<file path="src/rtl/bp_skid_fifo.sv">
// Skid FIFO for NoC router ports: absorbs in-flight flits under same-cycle downstream
// backpressure and presents registered backpressure upstream, with optional bypass.
module bp_skid_fifo #(
    parameter int D_W    = 32,
    parameter int A_W    = 32,
    parameter int DEPTH  = 4,
    parameter bit BYPASS = 1'b1
) (
    input  logic                         clk,
    input  logic                         rst,
    input  logic                         i_v,
    input  logic [A_W+D_W:0]             i_d,
    output logic                         i_b,
    output logic                         o_v,
    output logic [A_W+D_W:0]             o_d,
    input  logic                         o_b,
    output logic [$clog2(DEPTH+1)-1:0]   occ
);
    localparam int W  = A_W + D_W + 1;
    localparam int OW = $clog2(DEPTH + 1);
    localparam int PW = $clog2(DEPTH);
    localparam logic [OW-1:0] FULL = OW'(DEPTH);
    localparam logic [PW-1:0] LAST = PW'(DEPTH - 1);

    logic [W-1:0]  mem [DEPTH];
    logic [PW-1:0] head;
    logic [PW-1:0] tail;
    logic [OW-1:0] occ_next;
    logic          empty;
    logic          in_fire;
    logic          out_fire;
    logic          bypass_take;
    logic          enq;
    logic          deq;

    // A flit goes straight through only when storage is empty and downstream takes it now.
    always_comb begin
        empty       = (occ == '0);
        in_fire     = i_v & ~i_b;
        bypass_take = empty & BYPASS & ~o_b;
        o_d         = empty ? i_d : mem[head];
        if (rst) begin
            o_v = 1'b0;
        end else if (!empty) begin
            o_v = 1'b1;
        end else begin
            o_v = BYPASS & in_fire;
        end
        out_fire = o_v & ~o_b;
        enq      = in_fire & ~bypass_take;
        deq      = out_fire & ~empty;
        occ_next = occ + OW'(enq) - OW'(deq);
    end

    always_ff @(posedge clk or posedge rst) begin
        if (rst) begin
            head <= '0;
            tail <= '0;
            occ  <= '0;
            i_b  <= 1'b1;
        end else begin
            if (deq) begin
                head <= (head == LAST) ? '0 : head + PW'(1);
            end
            if (enq) begin
                tail <= (tail == LAST) ? '0 : tail + PW'(1);
            end
            occ <= occ_next;
            i_b <= (occ_next == FULL);
        end
    end

    // Payload storage is deliberately left unreset; occupancy alone says what is valid.
    always_ff @(posedge clk) begin
        if (enq) begin
            mem[tail] <= i_d;
        end
    end
endmodule
</file>
<file path="config.mk">
export PLATFORM = sky130hd
export DESIGN_NAME = bp_skid_fifo
export DESIGN_NICKNAME = d
export VERILOG_FILES = /design/src/rtl/bp_skid_fifo.sv
export SDC_FILE = /design/constraint.sdc
export NUM_CORES = 1
export LEC_CHECK = 0
export ABC_AREA = 1
export BUFFER_PORTS_ARGS = -buffer_cell sky130_fd_sc_hd__buf_4
export CELL_PAD_IN_SITES_DETAIL_PLACEMENT = 1
export CELL_PAD_IN_SITES_GLOBAL_PLACEMENT = 2
export CORE_ASPECT_RATIO = 0.8
export CORE_UTILIZATION = 30
export CTS_BUF_LIST = sky130_fd_sc_hd__clkbuf_8
export DETAILED_ROUTE_END_ITERATION = 6
export PLACE_DENSITY_LB_ADDON = 0.15
export RECOVER_POWER = 25
export SLEW_MARGIN = 20
export SYNTH_ARGS = -nofsm -noshare
export SYNTH_HDL_FRONTEND = slang
export SYNTH_SLANG_ARGS = --single-unit
</file>
<file path="constraint.sdc">
create_clock -name clk -period 4.2 [get_ports clk]
set_input_delay 1.05 -clock clk [delete_from_list [all_inputs] [get_ports clk]]
set_output_delay 1.05 -clock clk [all_outputs]
set_load 0.1 [all_outputs]
</file>
Word-level counts from Yosys, hierarchy flattened:

Memory sizes are Yosys's and may differ from the RTL's.
Cells that the tools add are included.

* flip-flop bits (word level): 8
* bits in writable memories: 260
* word-level logic and storage cells: 29
* memories kept: 1
* output and inout port bits: 70
* input bits: 69

Memories
* mem: words 4, bits a word 65, rd ports 1, clocked after Yosys merged registers in 0, wr ports 1, line 25 `logic [W-1:0] mem [DEPTH];`

* muxes and demuxes: 7
* add/subtract/negate cells: 4
* bitwise operators: 9
* eq/ne operators: 3
* reduce and logical (&&, ||, !) cells: 1

Operators by type and width (count)
* two-way mux 65 bit: 1
* AND 1 bit: 5
* adder 2 x 1 -> 2 bit, second input constant: 2
* == test 2 bit, second input constant: 2
* two-way mux 1 bit: 4
* two-way mux 2 bit: 2
* NOT 1 bit: 4
* adder 3 x 1 -> 3 bit: 1
* == test 3 bit, second input constant: 1
* zero test 3 bit: 1
* subtractor 3 x 1 -> 3 bit: 1

Depth between registers and ports, before layout:

* word-level depth: 8
* mapped depth: 13
* mapped depth without buffers: 12

Least setup slack after synthesis:

No wires, ideal clock.

* path kind: input to register
* start point: input port i_v
* end point: memory mem[0][0] (netlist bit) (enable)
* data arrival time: 4.146 ns
* slack: -0.434 ns
* data required time: 3.711 ns
* library setup time: 0.489 ns
* stages on the path: 4
* buffers on the path: 0
* path through: inv_1 -> nor2_1 -> nand2_1 -> nor2_1

* cells in the longest elaborated chain, start to end: 4

RTL lines
* from (decl): line 11 `input logic i_v,`
* AND 1 bit: line 39 `in_fire = i_v & ~i_b;`
* AND 1 bit: line 50 `enq = in_fire & ~bypass_take;`
* two-way mux 1 bit: line 75 `if (enq) begin`
* two-way mux 1 bit (not written as such): line 76 `mem[tail] <= i_d;`
* to (decl): line 25

No other way between the ends.

Worst setup path after layout:

* start point: register occ[1]
* end point: output port o_d[37]

* cells in the longest elaborated chain, start to end: 2

RTL lines
* from (decl): line 17 `output logic [$clog2(DEPTH+1)-1:0] occ`
* from (signal assigned): line 68 `occ <= occ_next;`
* zero test 3 bit: line 38 `empty = (occ == '0);`
* two-way mux 65 bit: line 41 `o_d = empty ? i_d : mem[head];`
* to (decl): line 15 `output logic [A_W+D_W:0] o_d,`

No other way between the ends.

==> results.md <==
* Worst path top cell family by delay: buffers and inverters
* Number of diodes at 0
* Antenna violations before repair at 1
* DRT antenna net count at 0
* Post-Route WL at about 31000 µm
* Buffering stage count on the worst path with inverters included at 3
* I/O pin count at 139
* Worst-margin pin slew at a little over 700 ps
* TritonCTS clock tree: yes
* Period utilisation layout at between 80% and 90%
* Die Area at 0.04179 mm²
* Final critical-path required period at approximately 3500 ps
* Critical path cell sequence: nor2_4 > nand2_2 > inv_2 > buf_4 > nand2_1 > nand2_1 > buf_4
* Mean instance size in the synthesized netlist at around 9.5 µm²
* CTS H-Tree Depth at 2
* Wire length of the first global-routing pass at slightly below 50000 µm
* Status: completed
* Maximum cell stage delay along the critical path at ~440 ps
* Net total in the final layout at 1521
* DR vias at 8518
* Avg Vias per Cell at 4.238
* Max-cap violations at 0
* Dominant combinational cell family by area after synthesis: simple AND/OR/NAND/NOR gates
* Number of buffers inserted by port buffering at ~140
* Syn nets at between 1000 and 1500
* Crit path arrival time at between 2000 and 2500 ps
* Number of failing setup endpoints in the final timing report at 0
* Sum of net half-perimeters after detailed placement at about 18000 µm
* Ratio of cells with drive above 1 in the final layout at between 10 and 15%
* Type of the worst setup path: flop to output pin
* Cts hold-fix bufs at 0
* Count of TritonRoute iterations in the first routing pass at 4
* Post-Layout Inst Area at 0.01453 mm²
* Cell area after synthesis at between 0.01 and 0.015 mm²
* Fraction of synthesized cell area in xor and xnor cells at 0%
* Multi-input logic area at approximately 0.0029 mm²
* Pins Over Slew Limit at 0
* Clk_lat worst skew at 580 ps
* Synth Instances at 1296
* GRT Util Overall at ~15%
* Synthesized-area fraction occupied by ao, oa, aoi and oai cells at 0.08144%
* DRC violation count after routing at 0
* Post-synthesis sequential area ratio at between 60% and 70%
* Area share of fa/ha/maj cells after synthesis at less than 1%
* Kind of capture point of the worst setup path: output pin
* Clock Sink Count at 268
* Cell row count at 65
* Number of standard cells in the final layout excluding fillers at roughly 2000
* Largest fanout on the critical path at 24
* Core area at roughly 0.04 mm²
* Share of cell area taken by muxes after synthesis at 0%
* Type of the most critical hold path: input pin to asynchronous set/reset pin
* Relative max-transition margin at roughly 53%
* Number of fill cells in the layout at approximately 4600
* Cells resized by post-CTS repair at 0
* Unrepaired setup endpoints after global routing: no
* Clock tree root buffer cell: clkbuf_8
* Worst Setup Start Kind: flop
* Number of endpoints with negative hold slack in the final report at 0
* Via count of the first global-routing pass at 8973
* Routability congestion estimate from global placement at about 0.67
* Syn-to-layout area delta at 18.24%
* Data required time at the worst endpoint at 3150 ps
* Flip-flop and latch count after synthesis at 268
* Total CTS buffers at 47
* Area post-placement at 0.01388 mm²
* Max Fclk at 286.0 MHz
* Post-Synth Simple-Gate Area at about 22%
* Skew final at between 10 and 15 ps
* Largest net degree at the start of global routing at approximately 130
* Average wire length per cell after detail routing at around 16 µm
* Number of placed cells counting well taps at 1931
* Overall die height at between 150 and 200 µm
* Deepest clock path buffer count at 3
* Starting DRC count in detailed routing at slightly above 300
* Clock transition time at the flip-flop clock pins of the worst setup and hold paths at around 60 ps
* Die W at around 230 µm
* Residual overflow from global routing at 0
* Cell with the largest stage delay on the worst path: dfrtp_1
* Sequential cell area at around 0.008 mm²
* Netlist cell types at 20
* Effective utilization at floorplan at 30.78%
* Number of setup buffers added after CTS at 0
* Count of synthesis-stage warnings from yosys at 0
final cells by class:
cell class	count	area share, %
Clock buffer	48	4.546
Clock inverter	31	1.059
Inverter	281	7.292
Multi-Input combinational cell	690	19.85
Sequential cell	268	55.14
Tap cell	536	4.615
Timing Repair Buffer	156	7.490
worst reg2reg max path, cell delays in order (launching register included):
cell and delay, ps:
dfrtp_1 440, nor2_4 80, nand2_2 90, buf_4 440, nand3_1 210, inv_1 100
ha_1 220, inv_1 60, ha_1 170, fa_1 440, or2_2 300, nor2_1 120
placed cells by master, fill, tap and decap left out:
master,instances
nor2_4,5
dfstp_2,1
clkinvlp_4,1
buf_4,108
dfrtp_4,1
inv_6,2
nand2_1,532
dfrtp_1,5
ha_1,7
buf_12,6
nand2_2,1
inv_2,2
clkbuf_8,48
edfxtp_1,260
bufinv_16,1
clkinv_2,2
inv_1,295
o21ai_0,2
clkbuf_1,42
dfrtp_2,1
fa_1,1
clkinv_1,9
or2_2,1
nand3_1,134
nand4_1,2
nor2_1,5
synth_stat cells, drive strengths merged:
library cell    n  area (µm²)
inv           281        1055
nand4           2       12.51
buf            52       352.8
nand2         533        2003
o21ai           2       10.01
or2             1       6.260
ha              7       87.58
fa              1       20.02
edfxtp        260        7807
dfrtp           7       175.2
dfstp           1       26.28
nor2           10       45.04
clkbuf          5       18.77
nand3         134       670.6
worst paths after layout:
path | startpoint | endpoint | slack [ps] | depth (start not counted)
setup / recovery | occ[1]$_DFF_PP0_ | o_d[37] | 700 | 7
hold / removal | rst | head[0]$_DFFE_PP0P_ | 470 | 2
setup reg to reg | occ[1]$_DFF_PP0_ | i_b$_DFF_PP1_ | 1460 | 11
hold reg to reg | tail[1]$_DFFE_PP0P_ | tail[1]$_DFFE_PP0P_ | 540 | 2
max in group asynchronous | rst | i_b$_DFF_PP1_ | 3400 | 2
min in group clk | tail[1]$_DFFE_PP0P_ | tail[1]$_DFFE_PP0P_ | 540 | 2
cell families after synthesis:
logic type | Yosys count
AND/OR/NAND/NOR | 680
buffers and inverters | 338
flip-flops | 268
adder cells (fa/ha/maj) | 8
AO/OA/AOI/OAI | 2
sequential cells by signal, indices dropped and copies added (netlist names):
register and cells:
occ 3, i_b 1, mem 260, tail 2, head 2
metrics by stage:
stage | util, % | setup slack [ps] | setup TNS [ps] | hold slack, ps
2_1_floorplan | - | -434.4 | -112940 | 492.3
3_3_place_gp | 34.75 | 959.2 | 0 | 545.8
3_5_place_dp | 34.75 | 875.3 | 0 | 538.3
4_1_cts | 36.79 | 564.5 | 0 | 441.8
5_1_grt | 36.39 | 476.9 | 0 | 501.7
6_report | 36.39 | 703.1 | 0 | 472.2
per-layer routing:
metal / track usage [%] / vias up / routed length (µm)
li1: - / 4286 / -
met1: 19.30 / 4054 / 14340
met2: 26.60 / 131 / 15190
met3: 2.861 / 45 / 1273
met4: 4.430 / 2 / 550
met5: 0 / - / 11
Power is left out: the tool's default activity adds up to more than one toggle a clock period on the data nets, which glitch-free logic cannot reach.
